--- src/rtl/mem_loader_if.sv ---
// mem_loader_if: start/halt control, word stream and memory-write bus for mem_loader.
// master = stimulus side (drives start/halt/counts/stream), slave = loader side.
interface mem_loader_if #(
    parameter int unsigned DATA_W = 32,
    parameter int unsigned ADDR_W = 7
);
    logic              start;
    logic              halt;
    logic [ADDR_W:0]   imem_count;
    logic [ADDR_W:0]   dmem_count;
    logic              in_valid;
    logic [DATA_W-1:0] in_data;
    logic              in_ready;
    logic [DATA_W-1:0] instruction;
    logic [ADDR_W-1:0] instructionAddress;
    logic              imem_we;
    logic [DATA_W-1:0] data;
    logic [ADDR_W-1:0] dataAddress;
    logic              writeEnable;
    logic              cpu_run;
    logic              busy;
    logic              done;
    logic [DATA_W-1:0] checksum;

    modport master (
        output start, halt, imem_count, dmem_count, in_valid, in_data,
        input  in_ready, instruction, instructionAddress, imem_we,
               data, dataAddress, writeEnable, cpu_run, busy, done, checksum
    );

    modport slave (
        input  start, halt, imem_count, dmem_count, in_valid, in_data,
        output in_ready, instruction, instructionAddress, imem_we,
               data, dataAddress, writeEnable, cpu_run, busy, done, checksum
    );
endinterface

--- src/rtl/mem_loader.sv ---
// mem_loader: streams imem_count instruction words then dmem_count data words
// into the two memories, then releases the CPU (RUN) until halt.
// Optional: define LOADER_CHECKSUM_EN to XOR every accepted word into checksum.
module mem_loader #(
    parameter int unsigned DATA_W = 32,
    parameter int unsigned ADDR_W = 7
) (
    input logic         clk,
    input logic         reset,
    mem_loader_if.slave bus
);
    typedef enum logic [1:0] {IDLE, LOAD_I, LOAD_D, RUN} state_t;

    state_t            state_q, state_d;
    logic [ADDR_W:0]   i_cnt_q, i_cnt_d, d_cnt_q, d_cnt_d;
    logic [ADDR_W:0]   i_idx_q, i_idx_d, d_idx_q, d_idx_d;
    logic [DATA_W-1:0] instr_q, instr_d, data_q, data_d;
    logic [ADDR_W-1:0] iaddr_q, iaddr_d, daddr_q, daddr_d;
    logic              imem_we_q, imem_we_d, dmem_we_q, dmem_we_d;
    logic              done_q, done_d;
    logic              loading;

    assign loading = (state_q == LOAD_I) || (state_q == LOAD_D);

    // Next-state, counters and registered write-port values
    always_comb begin
        state_d   = state_q;
        i_cnt_d   = i_cnt_q;
        d_cnt_d   = d_cnt_q;
        i_idx_d   = i_idx_q;
        d_idx_d   = d_idx_q;
        instr_d   = instr_q;
        data_d    = data_q;
        iaddr_d   = iaddr_q;
        daddr_d   = daddr_q;
        imem_we_d = 1'b0;
        dmem_we_d = 1'b0;
        case (state_q)
            IDLE: begin
                if (bus.start) begin
                    i_cnt_d = bus.imem_count;
                    d_cnt_d = bus.dmem_count;
                    i_idx_d = '0;
                    d_idx_d = '0;
                    if (bus.imem_count != '0)      state_d = LOAD_I;
                    else if (bus.dmem_count != '0) state_d = LOAD_D;
                    else                           state_d = RUN;
                end
            end
            LOAD_I: begin
                if (bus.in_valid) begin
                    instr_d   = bus.in_data;
                    iaddr_d   = i_idx_q[ADDR_W-1:0];
                    imem_we_d = 1'b1;
                    i_idx_d   = i_idx_q + 1'b1;
                    if (i_idx_d == i_cnt_q) state_d = (d_cnt_q == '0) ? RUN : LOAD_D;
                end
            end
            LOAD_D: begin
                if (bus.in_valid) begin
                    data_d    = bus.in_data;
                    daddr_d   = d_idx_q[ADDR_W-1:0];
                    dmem_we_d = 1'b1;
                    d_idx_d   = d_idx_q + 1'b1;
                    if (d_idx_d == d_cnt_q) state_d = RUN;
                end
            end
            RUN: begin
                if (bus.halt) state_d = IDLE;
            end
            default: state_d = IDLE;
        endcase
        done_d = (state_d == RUN) && (state_q != RUN);
    end

    // State and datapath registers, synchronous reset
    always_ff @(posedge clk) begin
        if (reset) begin
            state_q   <= IDLE;
            i_cnt_q   <= '0;
            d_cnt_q   <= '0;
            i_idx_q   <= '0;
            d_idx_q   <= '0;
            instr_q   <= '0;
            data_q    <= '0;
            iaddr_q   <= '0;
            daddr_q   <= '0;
            imem_we_q <= 1'b0;
            dmem_we_q <= 1'b0;
            done_q    <= 1'b0;
        end else begin
            state_q   <= state_d;
            i_cnt_q   <= i_cnt_d;
            d_cnt_q   <= d_cnt_d;
            i_idx_q   <= i_idx_d;
            d_idx_q   <= d_idx_d;
            instr_q   <= instr_d;
            data_q    <= data_d;
            iaddr_q   <= iaddr_d;
            daddr_q   <= daddr_d;
            imem_we_q <= imem_we_d;
            dmem_we_q <= dmem_we_d;
            done_q    <= done_d;
        end
    end

`ifdef LOADER_CHECKSUM_EN
    logic [DATA_W-1:0] csum_q, csum_d;

    // Running XOR of accepted words, cleared when a load starts
    always_comb begin
        csum_d = csum_q;
        if (state_q == IDLE && bus.start) csum_d = '0;
        else if (loading && bus.in_valid) csum_d = csum_q ^ bus.in_data;
    end

    // Checksum register
    always_ff @(posedge clk) begin
        if (reset) csum_q <= '0;
        else       csum_q <= csum_d;
    end

    assign bus.checksum = csum_q;
`else
    assign bus.checksum = '0;
`endif

    assign bus.in_ready           = loading;
    assign bus.busy               = loading;
    assign bus.cpu_run            = (state_q == RUN);
    assign bus.done               = done_q;
    assign bus.instruction        = instr_q;
    assign bus.instructionAddress = iaddr_q;
    assign bus.imem_we            = imem_we_q;
    assign bus.data               = data_q;
    assign bus.dataAddress        = daddr_q;
    assign bus.writeEnable        = dmem_we_q;
endmodule
--- src/flat_wrapper.sv ---
// flat-port wrapper written by rule: the top's interface ports become plain ports
module mem_loader_flat 
#(
    parameter int unsigned DATA_W = 32,
    parameter int unsigned ADDR_W = 7
)
  (clk, reset, bus_start, bus_halt, bus_imem_count, bus_dmem_count, bus_in_valid, bus_in_data, bus_in_ready, bus_instruction, bus_instructionAddress, bus_imem_we, bus_data, bus_dataAddress, bus_writeEnable, bus_cpu_run, bus_busy, bus_done, bus_checksum);
  mem_loader_if #(.DATA_W(DATA_W), .ADDR_W(ADDR_W)) bus_i ();
  input logic clk;
  input logic reset;
  input wire logic [$bits(bus_i.start)-1:0] bus_start;
  input wire logic [$bits(bus_i.halt)-1:0] bus_halt;
  input wire logic [$bits(bus_i.imem_count)-1:0] bus_imem_count;
  input wire logic [$bits(bus_i.dmem_count)-1:0] bus_dmem_count;
  input wire logic [$bits(bus_i.in_valid)-1:0] bus_in_valid;
  input wire logic [$bits(bus_i.in_data)-1:0] bus_in_data;
  output wire logic [$bits(bus_i.in_ready)-1:0] bus_in_ready;
  output wire logic [$bits(bus_i.instruction)-1:0] bus_instruction;
  output wire logic [$bits(bus_i.instructionAddress)-1:0] bus_instructionAddress;
  output wire logic [$bits(bus_i.imem_we)-1:0] bus_imem_we;
  output wire logic [$bits(bus_i.data)-1:0] bus_data;
  output wire logic [$bits(bus_i.dataAddress)-1:0] bus_dataAddress;
  output wire logic [$bits(bus_i.writeEnable)-1:0] bus_writeEnable;
  output wire logic [$bits(bus_i.cpu_run)-1:0] bus_cpu_run;
  output wire logic [$bits(bus_i.busy)-1:0] bus_busy;
  output wire logic [$bits(bus_i.done)-1:0] bus_done;
  output wire logic [$bits(bus_i.checksum)-1:0] bus_checksum;
  assign bus_i.start = bus_start;
  assign bus_i.halt = bus_halt;
  assign bus_i.imem_count = bus_imem_count;
  assign bus_i.dmem_count = bus_dmem_count;
  assign bus_i.in_valid = bus_in_valid;
  assign bus_i.in_data = bus_in_data;
  assign bus_in_ready = bus_i.in_ready;
  assign bus_instruction = bus_i.instruction;
  assign bus_instructionAddress = bus_i.instructionAddress;
  assign bus_imem_we = bus_i.imem_we;
  assign bus_data = bus_i.data;
  assign bus_dataAddress = bus_i.dataAddress;
  assign bus_writeEnable = bus_i.writeEnable;
  assign bus_cpu_run = bus_i.cpu_run;
  assign bus_busy = bus_i.busy;
  assign bus_done = bus_i.done;
  assign bus_checksum = bus_i.checksum;
  mem_loader #(.DATA_W(DATA_W), .ADDR_W(ADDR_W)) u_core (.clk(clk), .reset(reset), .bus(bus_i));
endmodule
--- config.mk ---
export PLATFORM = sky130hd
export DESIGN_NAME = mem_loader_flat
export DESIGN_NICKNAME = d
export VERILOG_FILES = /design/src/rtl/mem_loader_if.sv /design/src/rtl/mem_loader.sv /design/src/flat_wrapper.sv
export SDC_FILE = /design/constraint.sdc
export NUM_CORES = 1
export LEC_CHECK = 0
export ABC_AREA = 1
export CAP_MARGIN = 20
export CORE_MARGIN = 2
export CORE_UTILIZATION = 49
export DETAILED_ROUTE_END_ITERATION = 10
export HOLD_SLACK_MARGIN = 0.1
export PLACE_DENSITY = 0.85
export SETUP_SLACK_MARGIN = 0.3
export SKIP_LAST_GASP = 1
export SLEW_MARGIN = 15
export SYNTH_ARGS = -nofsm -noshare
export SYNTH_HDL_FRONTEND = slang
export SYNTH_SLANG_ARGS = --single-unit
export TNS_END_PERCENT = 30
--- constraint.sdc ---
create_clock -name clk -period 2.89 [get_ports clk]
set_input_delay 0.578 -clock clk [delete_from_list [all_inputs] [get_ports clk]]
set_output_delay 0.578 -clock clk [all_outputs]
set_load 0.02 [all_outputs]
Yosys cells after proc, flatten, opt, wreduce, memory -nomap -nowiden

Index checks and enable logic that the tools add are counted.

Flip-flop bits (word level): 115
Bits of input ports: 53
Output and inout bits: 116
Word-level logic and storage cells: 57

$add $sub $neg: 2
Equality and inequality tests: 10
Muxes and demuxes: 16
Bitwise operators: 2
Reduce and logical (&&, ||, !) cells: 15

Operators by type and width:

| kind                                          | number |
|---|---|
| case mux 8 bit (2 select lines)               | 2 |
| two-way mux 8 bit                             | 3 |
| adder 8 x 1 -> 8 bit, second input constant   | 2 |
| == test 8 bit                                 | 2 |
| nonzero test 8 bit                            | 2 |
| two-way mux 2 bit                             | 7 |
| zero test 8 bit                               | 1 |
| != test 2 bit, second input constant          | 4 |
| case mux 2 bit (4 select lines)               | 1 |
| == test 2 bit, second input constant          | 3 |
| AND reduction 2 bit                           | 3 |
| AND reduction 3 bit                           | 2 |
| nonzero test 2 bit                            | 2 |
| OR reduction 2 bit                            | 2 |
| two-way mux 1 bit                             | 3 |
| == test 2 x 1 -> 1 bit, second input constant | 1 |
| zero test 2 bit                               | 1 |
| inverter 1 bit                                | 2 |
| logical AND 1 bit                             | 1 |
| logical OR 1 bit                              | 1 |

Logic depth before layout (Yosys ltp)

Gate-level depths: netlist of run 1.

Depth after elaboration: 7
Mapped depth: 15
Mapped depth without buffers: 15

Worst setup path before layout of run 1

Ideal clock, no wire load.

Path kind: register to register
From: register u_core.i_idx_q[0]
To: register u_core.state_q[0]
Library setup time: 70 ps
Data arrival time: 1,602 ps
Data required time: 2,820 ps
Slack: 1,218 ps
Stages on the path, launching flop included: 14
Buffers on the path: 0
Clock period less this slack: 1,672 ps
Cells stage by stage: dfxtp_1 -> ha_1 -> nand2_1 -> nor2_1 -> nand2_1 -> nand3_1 -> nand3_1 -> nor2_2 -> nand3_1 -> nand2_1 -> nand3_1 -> nand2_1 -> nand2_1 -> a21oi_1

Word-level cells in the longest chain between the ends: 5

RTL lines:

| element                         | RTL line         | text |
|---|---|---|
| start: declaration              | mem_loader.sv:16 | `logic [ADDR_W:0] i_idx_q, i_idx_d, d_idx_q, d_idx_d;` |
| start signal: assignment        | mem_loader.sv:95 | `i_idx_q <= i_idx_d;` |
| adder 8 x 1 -> 8 bit            | mem_loader.sv:55 | `i_idx_d = i_idx_q + 1'b1;` |
| == test 8 bit                   | mem_loader.sv:56 | `if (i_idx_d == i_cnt_q) state_d = (d_cnt_q == '0) ? RUN : LOAD_D;` |
| two-way mux 2 bit               | mem_loader.sv:56 |  |
| two-way mux 2 bit               | mem_loader.sv:51 | `if (bus.in_valid) begin` |
| case mux 2 bit (4 select lines) | mem_loader.sv:38 | `case (state_q)` |
| end signal: assignment          | mem_loader.sv:92 | `state_q <= state_d;` |
| end: declaration                | mem_loader.sv:14 | `state_t state_q, state_d;` |

No other way between the ends.
A chain may end at the register's enable or synchronous reset.

Worst setup path after layout of run 1

From: register u_core.state_q[0]
To: output port bus_in_ready

Word-level cells in the longest chain between the ends: 2
Elaborated cells on any way between the ends: 3
Those cells by class: eq/ne (2); reduce/logical (1)

RTL lines:

| element                                                 | RTL line           | text |
|---|---|---|
| == test 2 x 1 -> 1 bit or == test 2 bit (tied branches) | mem_loader.sv:23   | `assign loading = (state_q == LOAD_I) \|\| (state_q == LOAD_D);` |
| logical OR 1 bit (*)                                    | mem_loader.sv:23   |  |
| end: declaration                                        | flat_wrapper.sv:17 | `output wire logic [$bits(bus_i.in_ready)-1:0] bus_in_ready;` |

Mark *: on every way between the ends. The rest lies on a longest branch, timed or not.

==> flow_summary.yaml, run 1 <==
clock_tree:
  cts_tree: "done"
  cts_setup_buffers: 0
  cts_buffer_depth: 2
  clock_latency_ps: 520
  numCtsBuffers: 17
  hold_buffers: 0
  ctsResizeCount: 0
  clockRootBuffer: "clkbuf_8"
  htreeDepth: 4
  path_clk_slew_ps: 60
  clock-sinks: 115
placement:
  gp_congestion: 0.8808
  io_buffers: 136
  dp_hpwl_um: 9538
  pre_cts_ws_ps: 470.9
final_layout:
  syn_to_final_growth_pct: 39.45
  drive_gt1_share_pct: 6.691
  multi_input_area_um2: 2262
  final_common_cell: "nor2_1"
  num_antenna_cells: 0
  layout.nets: 883
  fill_cells: 814
  mostFrequentLayoutCells: "nor2_1, clkdlybuf4s50_1, dfxtp_1"
  regArea_um2: 2302
critical_path:
  critPathCaptureType: "output pin"
  cp.required_ps: 2310
  timing.rr.end: "u_core.bus.done"
  rr_worst_depth: 13
  r2r-start: "u_core.i_idx_q[0]"
  critPathLaunchType: "register"
  arrival_ps: 1960
  critPathMaxFanout: 4
  criticalPathCategory: "reg2out"
  rrSetupSlack_ps: 750
logic_synthesis:
  synth-seq-cells: 115
  synthCells: 691
  synth_cell_types: 31
  seq_area_frac_synth_pct: 46.15
  syn_area_per_cell_um2: 7.219
  yosysWarnings: 0
  netlist_area_um2: 4989
sta:
  fin_crit_ps: 2542
  report.final.slew_viol_count: 0
  report.final.hold_viol_count: 0
  holdWs_ps: 473.5
  slew_headroom_pct: 64.55
  max_clock_freq_mhz: 393.4
  setup-tns-final_ps: 0
  rsz0062_at_grt: "true"
  fin_skew_ps: 9.474
  finalCritPeriodShare_pct: 87.96
  setup_viol: 0
  worst_pin_slew_ps: 530.9
  layout_setup_ws_ps: 348.0
pwr:
  p_leak_uw: 0.002733
  power_frac_clock_pct: 40.7
  peakVddDrop_uv: 364.9
  power.switching_uw: 1494
  power_frac_seq_pct: 36.4
  powerDensity_nw_per_um2: 742.4
  combPwrFrac_pct: 22.9
  p_int_uw: 3671
  sw_frac_of_total_pct: 28.93
routing:
  vias: 5053
  viasPerCell: 5.209
  finalWirelength_um: 13440
  drc: 0
  post_drt_wl_per_cell_um: 13.86
  drt_first_pass_iters: 6
  ant_nets: 0
  first_iter_violations: 245
hold_path:
  hold_end: "u_core.i_cnt_q[2]"
  hold_path_depth: 2
  worstHoldPathType: "reg2reg"
  min_from: "u_core.i_cnt_q[2]"
run_status:
  status: "finished, final reports clean"
global_routing:
  grt_util_all_layers_pct: 24.50
  grt_pass1_wl_um: 21830
  grt_pass1_vias: 4780
  antenna_found_initial: 0
  grt_max_degree: 56
  overflow: 0
die:
  placementRows: 36
  dieArea_um2: 11000
  initial_core_util_pct: 50.80
  die_h_um: 104.9
  ios: 169
  die_width_um: 104.9
  core_um2: 9819
job:
  maxCapViolCount: 0
flip-flops by register name, indices dropped and copies added, names as in the netlist, 2 cells and up:
register and flops:
u_core.i_idx_q 8, u_core.bus.data 32, u_core.d_idx_q 8, u_core.d_cnt_q 8
u_core.state_q 2, u_core.bus.instructionAddress 7, u_core.bus.dataAddress 7, u_core.bus.instruction 32
u_core.i_cnt_q 8
stage by stage:
step	instance area [um2]	util, %	power [uW]	std cells
6_report	6957	70.85	5165	970
4_1_cts	6954	70.82	5193	970
5_1_grt	6957	70.85	5383	970
2_1_floorplan	5105	-	2616	722
3_5_place_dp	6356	64.73	3085	938
3_3_place_gp	6356	64.73	3039	938
cell type report:
type                    instances  share of cell area, %
multi-input cells             496                  32.52
inverters                      49                  2.644
well taps                     133                  2.392
clock buffers                  21                  6.313
flip-flops and latches        115                  33.09
repair buffers                145                  20.76
clock inverters                11                  2.284
per-layer routing:
metal	wire (um)	GRT usage, %
met5	0	0
met2	6652	42.35
met4	391	12.29
met1	5418	28.09
met3	979	5.989
worst max path at each step:
stage | depth (start not counted) | end | slack (ps) | startpoint
after global placement | 13 | u_core.state_q[0] | 560 | bus_in_valid
after floorplan | 13 | u_core.state_q[0] | 1220 | u_core.i_idx_q[0]
after global routing | 3 | bus_in_ready | 270 | u_core.state_q[0]
after detailed placement | 13 | u_core.bus.done | 470 | bus_in_valid
after CTS | 3 | bus_busy | 330 | u_core.state_q[0]
final | 3 | bus_in_ready | 350 | u_core.state_q[0]
kinds of logic (layout without fill, tap and decap cells):
kind of cell	count (synthesis)	after routing	share of synthesized area [%]
buf+inv	111	226	10.84
fa+ha+maj	6	6	1.505
simple gates	303	303	25.28
other cells	1	32	0.07517
xor+xnor	1	1	0.1756
compound gates	154	154	15.98
flops	115	115	46.15
power groups by stage:
stage | clock [uW] | combinational, uW | sequential (uW)
6_report | 2100 | 1180 | 1880
5_1_grt | 2200 | 1290 | 1900
4_1_cts | 2130 | 1180 | 1880
3_5_place_dp | 0 | 1170 | 1910
3_3_place_gp | 0 | 1140 | 1900
2_1_floorplan | 0 | 574 | 2040
cells in the mapped netlist:
| cell type | instances | share of area [%] |
|---|---|---|
| nor2_4 | 2 | 0.45 |
| ha_1 | 6 | 1.5 |
| xnor2_1 | 1 | 0.18 |
| a211oi_1 | 2 | 0.30 |
| clkinv_1 | 1 | 0.075 |
| nand3b_1 | 2 | 0.30 |
| or2_2 | 2 | 0.25 |
| a31oi_1 | 3 | 0.38 |
| clkbuf_1 | 29 | 2.2 |
| dfxtp_1 | 115 | 46 |
| o211ai_1 | 1 | 0.15 |
| o21ai_1 | 1 | 0.10 |
| nand3_1 | 39 | 3.9 |
| inv_1 | 45 | 3.4 |
| a21oi_1 | 40 | 4.0 |
| nor2_1 | 166 | 12 |
| conb_1 | 1 | 0.075 |
| a21boi_0 | 1 | 0.15 |
| a22oi_1 | 1 | 0.15 |
| o21ai_0 | 102 | 10 |
| nor4_1 | 5 | 0.63 |
| and2_1 | 1 | 0.13 |
| nor2_2 | 3 | 0.38 |
| nand2_2 | 3 | 0.38 |
| buf_4 | 33 | 5.0 |
| nand4_1 | 2 | 0.25 |
| nand2_1 | 76 | 5.7 |
| o21bai_1 | 1 | 0.15 |
| a21oi_2 | 2 | 0.35 |
| inv_2 | 3 | 0.23 |
| nand3_2 | 2 | 0.40 |
worst max-delay path, cell delays in order (launching register included):
cell and delay [ps]:
dfxtp_1 410, inv_1 120, ha_1 310, clkdlybuf4s50_1 600
Note: power is estimated with default switching activity, not from simulation.
==> run 2: changes to the inputs <==
- GPL_ROUTABILITY_DRIVEN: unset -> 0
==> flow_summary.yaml, run 2 (same netlist as run 1, synthesis figures left out) <==
run_status:
  status: "finished, final reports clean"
pwr:
  power_frac_clock_pct: 41.3
  finalPower_uw: 5230
  p_int_uw: 3679
  power_frac_seq_pct: 35.9
  powerDensity_nw_per_um2: 750.2
  peakVddDrop_uv: 342.6
  p_leak_uw: 0.002714
  sw_frac_of_total_pct: 29.66
  power.switching_uw: 1552
  combPwrFrac_pct: 22.8
routing:
  first_iter_violations: 221
  drc: 0
  viasPerCell: 5.185
  finalWirelength_um: 13920
  drt_first_pass_iters: 5
  vias: 5029
  post_drt_wl_per_cell_um: 14.35
  ant_nets: 0
global_routing:
  grt_pass1_wl_um: 22040
  grt_max_degree: 56
  grt_util_all_layers_pct: 24.78
  antenna_found_initial: 0
  grt_pass1_vias: 4729
  overflow: 0
critical_path:
  max_stage_delay_ps: 600
  rrSetupSlack_ps: 830
  criticalPathCategory: "reg2out"
  critPathCaptureType: "output pin"
  critPathLaunchType: "register"
  critPathMaxFanout: 4
  arrival_ps: 1940
  cp.required_ps: 2310
  slowest_stage: "clkdlybuf4s50_1"
  critical_path.cell_chain: "inv_1 > ha_1 > clkdlybuf4s50_1"
sta:
  setup-tns-final_ps: 0
  finalCritPeriodShare_pct: 87.07
  fin_crit_ps: 2516
  max_clock_freq_mhz: 397.4
  rsz0062_at_grt: "false"
  slew_headroom_pct: 63.21
  setup_viol: 0
  report.final.slew_viol_count: 0
  fin_skew_ps: 7.379
  worst_pin_slew_ps: 551.0
  report.final.hold_viol_count: 0
placement:
  io_buffers: 136
  dp_hpwl_um: 9473
  postPlaceCellArea_um2: 6356
  dp.cells: 938
final_layout:
  final_area_um2: 6972
  final_common_cell: "nor2_1"
  instances_no_fill: 970
  final_core_util_pct: 71.00
  num_antenna_cells: 0
  layout.nets: 883
  drive_gt1_share_pct: 6.930
  mostFrequentLayoutCells: "nor2_1, clkdlybuf4s50_1, dfxtp_1"
  syn_to_final_growth_pct: 39.75
die:
  core_um2: 9819
  ios: 169
  die_width_um: 104.9
  initial_core_util_pct: 50.80
  placementRows: 36
  die_h_um: 104.9
  dieArea_um2: 11000
clock_tree:
  hold_buffers: 0
  clock_latency_ps: 520
  numCtsBuffers: 17
  clock-sinks: 115
  cts_tree: "done"
  cts_setup_buffers: 0
  cts_buffer_depth: 2
  clockRootBuffer: "clkbuf_8"
  htreeDepth: 4
  ctsResizeCount: 0
  path_clk_slew_ps: 60
job:
  maxCapViolCount: 0
hold_path:
  worstHoldPathType: "reg2reg"
run 2: changes by cell type in the layout (fill, tap and decap cells not counted):
cell / change
clkinv_4: +2
clkinv_2: -3
clkbuf_1: -2
clkdlybuf4s50_1: +1
clkinvlp_4: +3
dlymetal6s2s_1: -1
run 2: worst paths after layout:
check / to / depth (start not counted) / from
min reg2reg: u_core.i_cnt_q[6] / 2 / u_core.i_cnt_q[6]
max reg2reg: u_core.state_q[0] / 14 / u_core.state_q[0]
max: bus_in_ready / 3 / u_core.state_q[0]
min: u_core.i_cnt_q[6] / 2 / u_core.i_cnt_q[6]
run 2: through the flow:
stage,setup slack [ps],hold WS (ps)
floorplan,1218,443.7
global placement,595.7,457.6
detailed placement,506.4,466.0
CTS,377.3,476.1
global route,314.7,498.5
finish,373.7,470.5
run 2: worst max-delay path: cells and delay by family, from the launching register on:
| kind | cells | cell delay, ps |
|---|---|---|
| adders and majority gates | 1 | 310 |
| buffers and inverters | 2 | 720 |
| DFF | 1 | 400 |
run 2: power groups by stage:
stage | clock network [uW] | registers [uW] | logic, uW
floorplan | 0 | 2040 | 574
global placement | 0 | 1900 | 1140
detailed placement | 0 | 1910 | 1170
CTS | 2170 | 1880 | 1190
global route | 2260 | 1900 | 1290
finish | 2160 | 1880 | 1190
run 2: area by class of cell:
type | instances | area [um2]
clock inverters | 13 | 183.9
multi-input cells | 496 | 2262
repair buffers | 145 | 1441
fillers | 766 | 2848
well taps | 133 | 166.4
clock buffers | 19 | 431.7
inverters | 49 | 183.9
flip-flops and latches | 115 | 2302
run 2: metal layers:
layer | global-route usage, % | vias to the layer above | routed length (um)
met4 | 7.429 | 0 | 247
met3 | 6.987 | 28 | 1097
met5 | 0 | - | 0
met2 | 44.29 | 251 | 6958
li1 | - | 2454 | -
met1 | 28.63 | 2296 | 5620
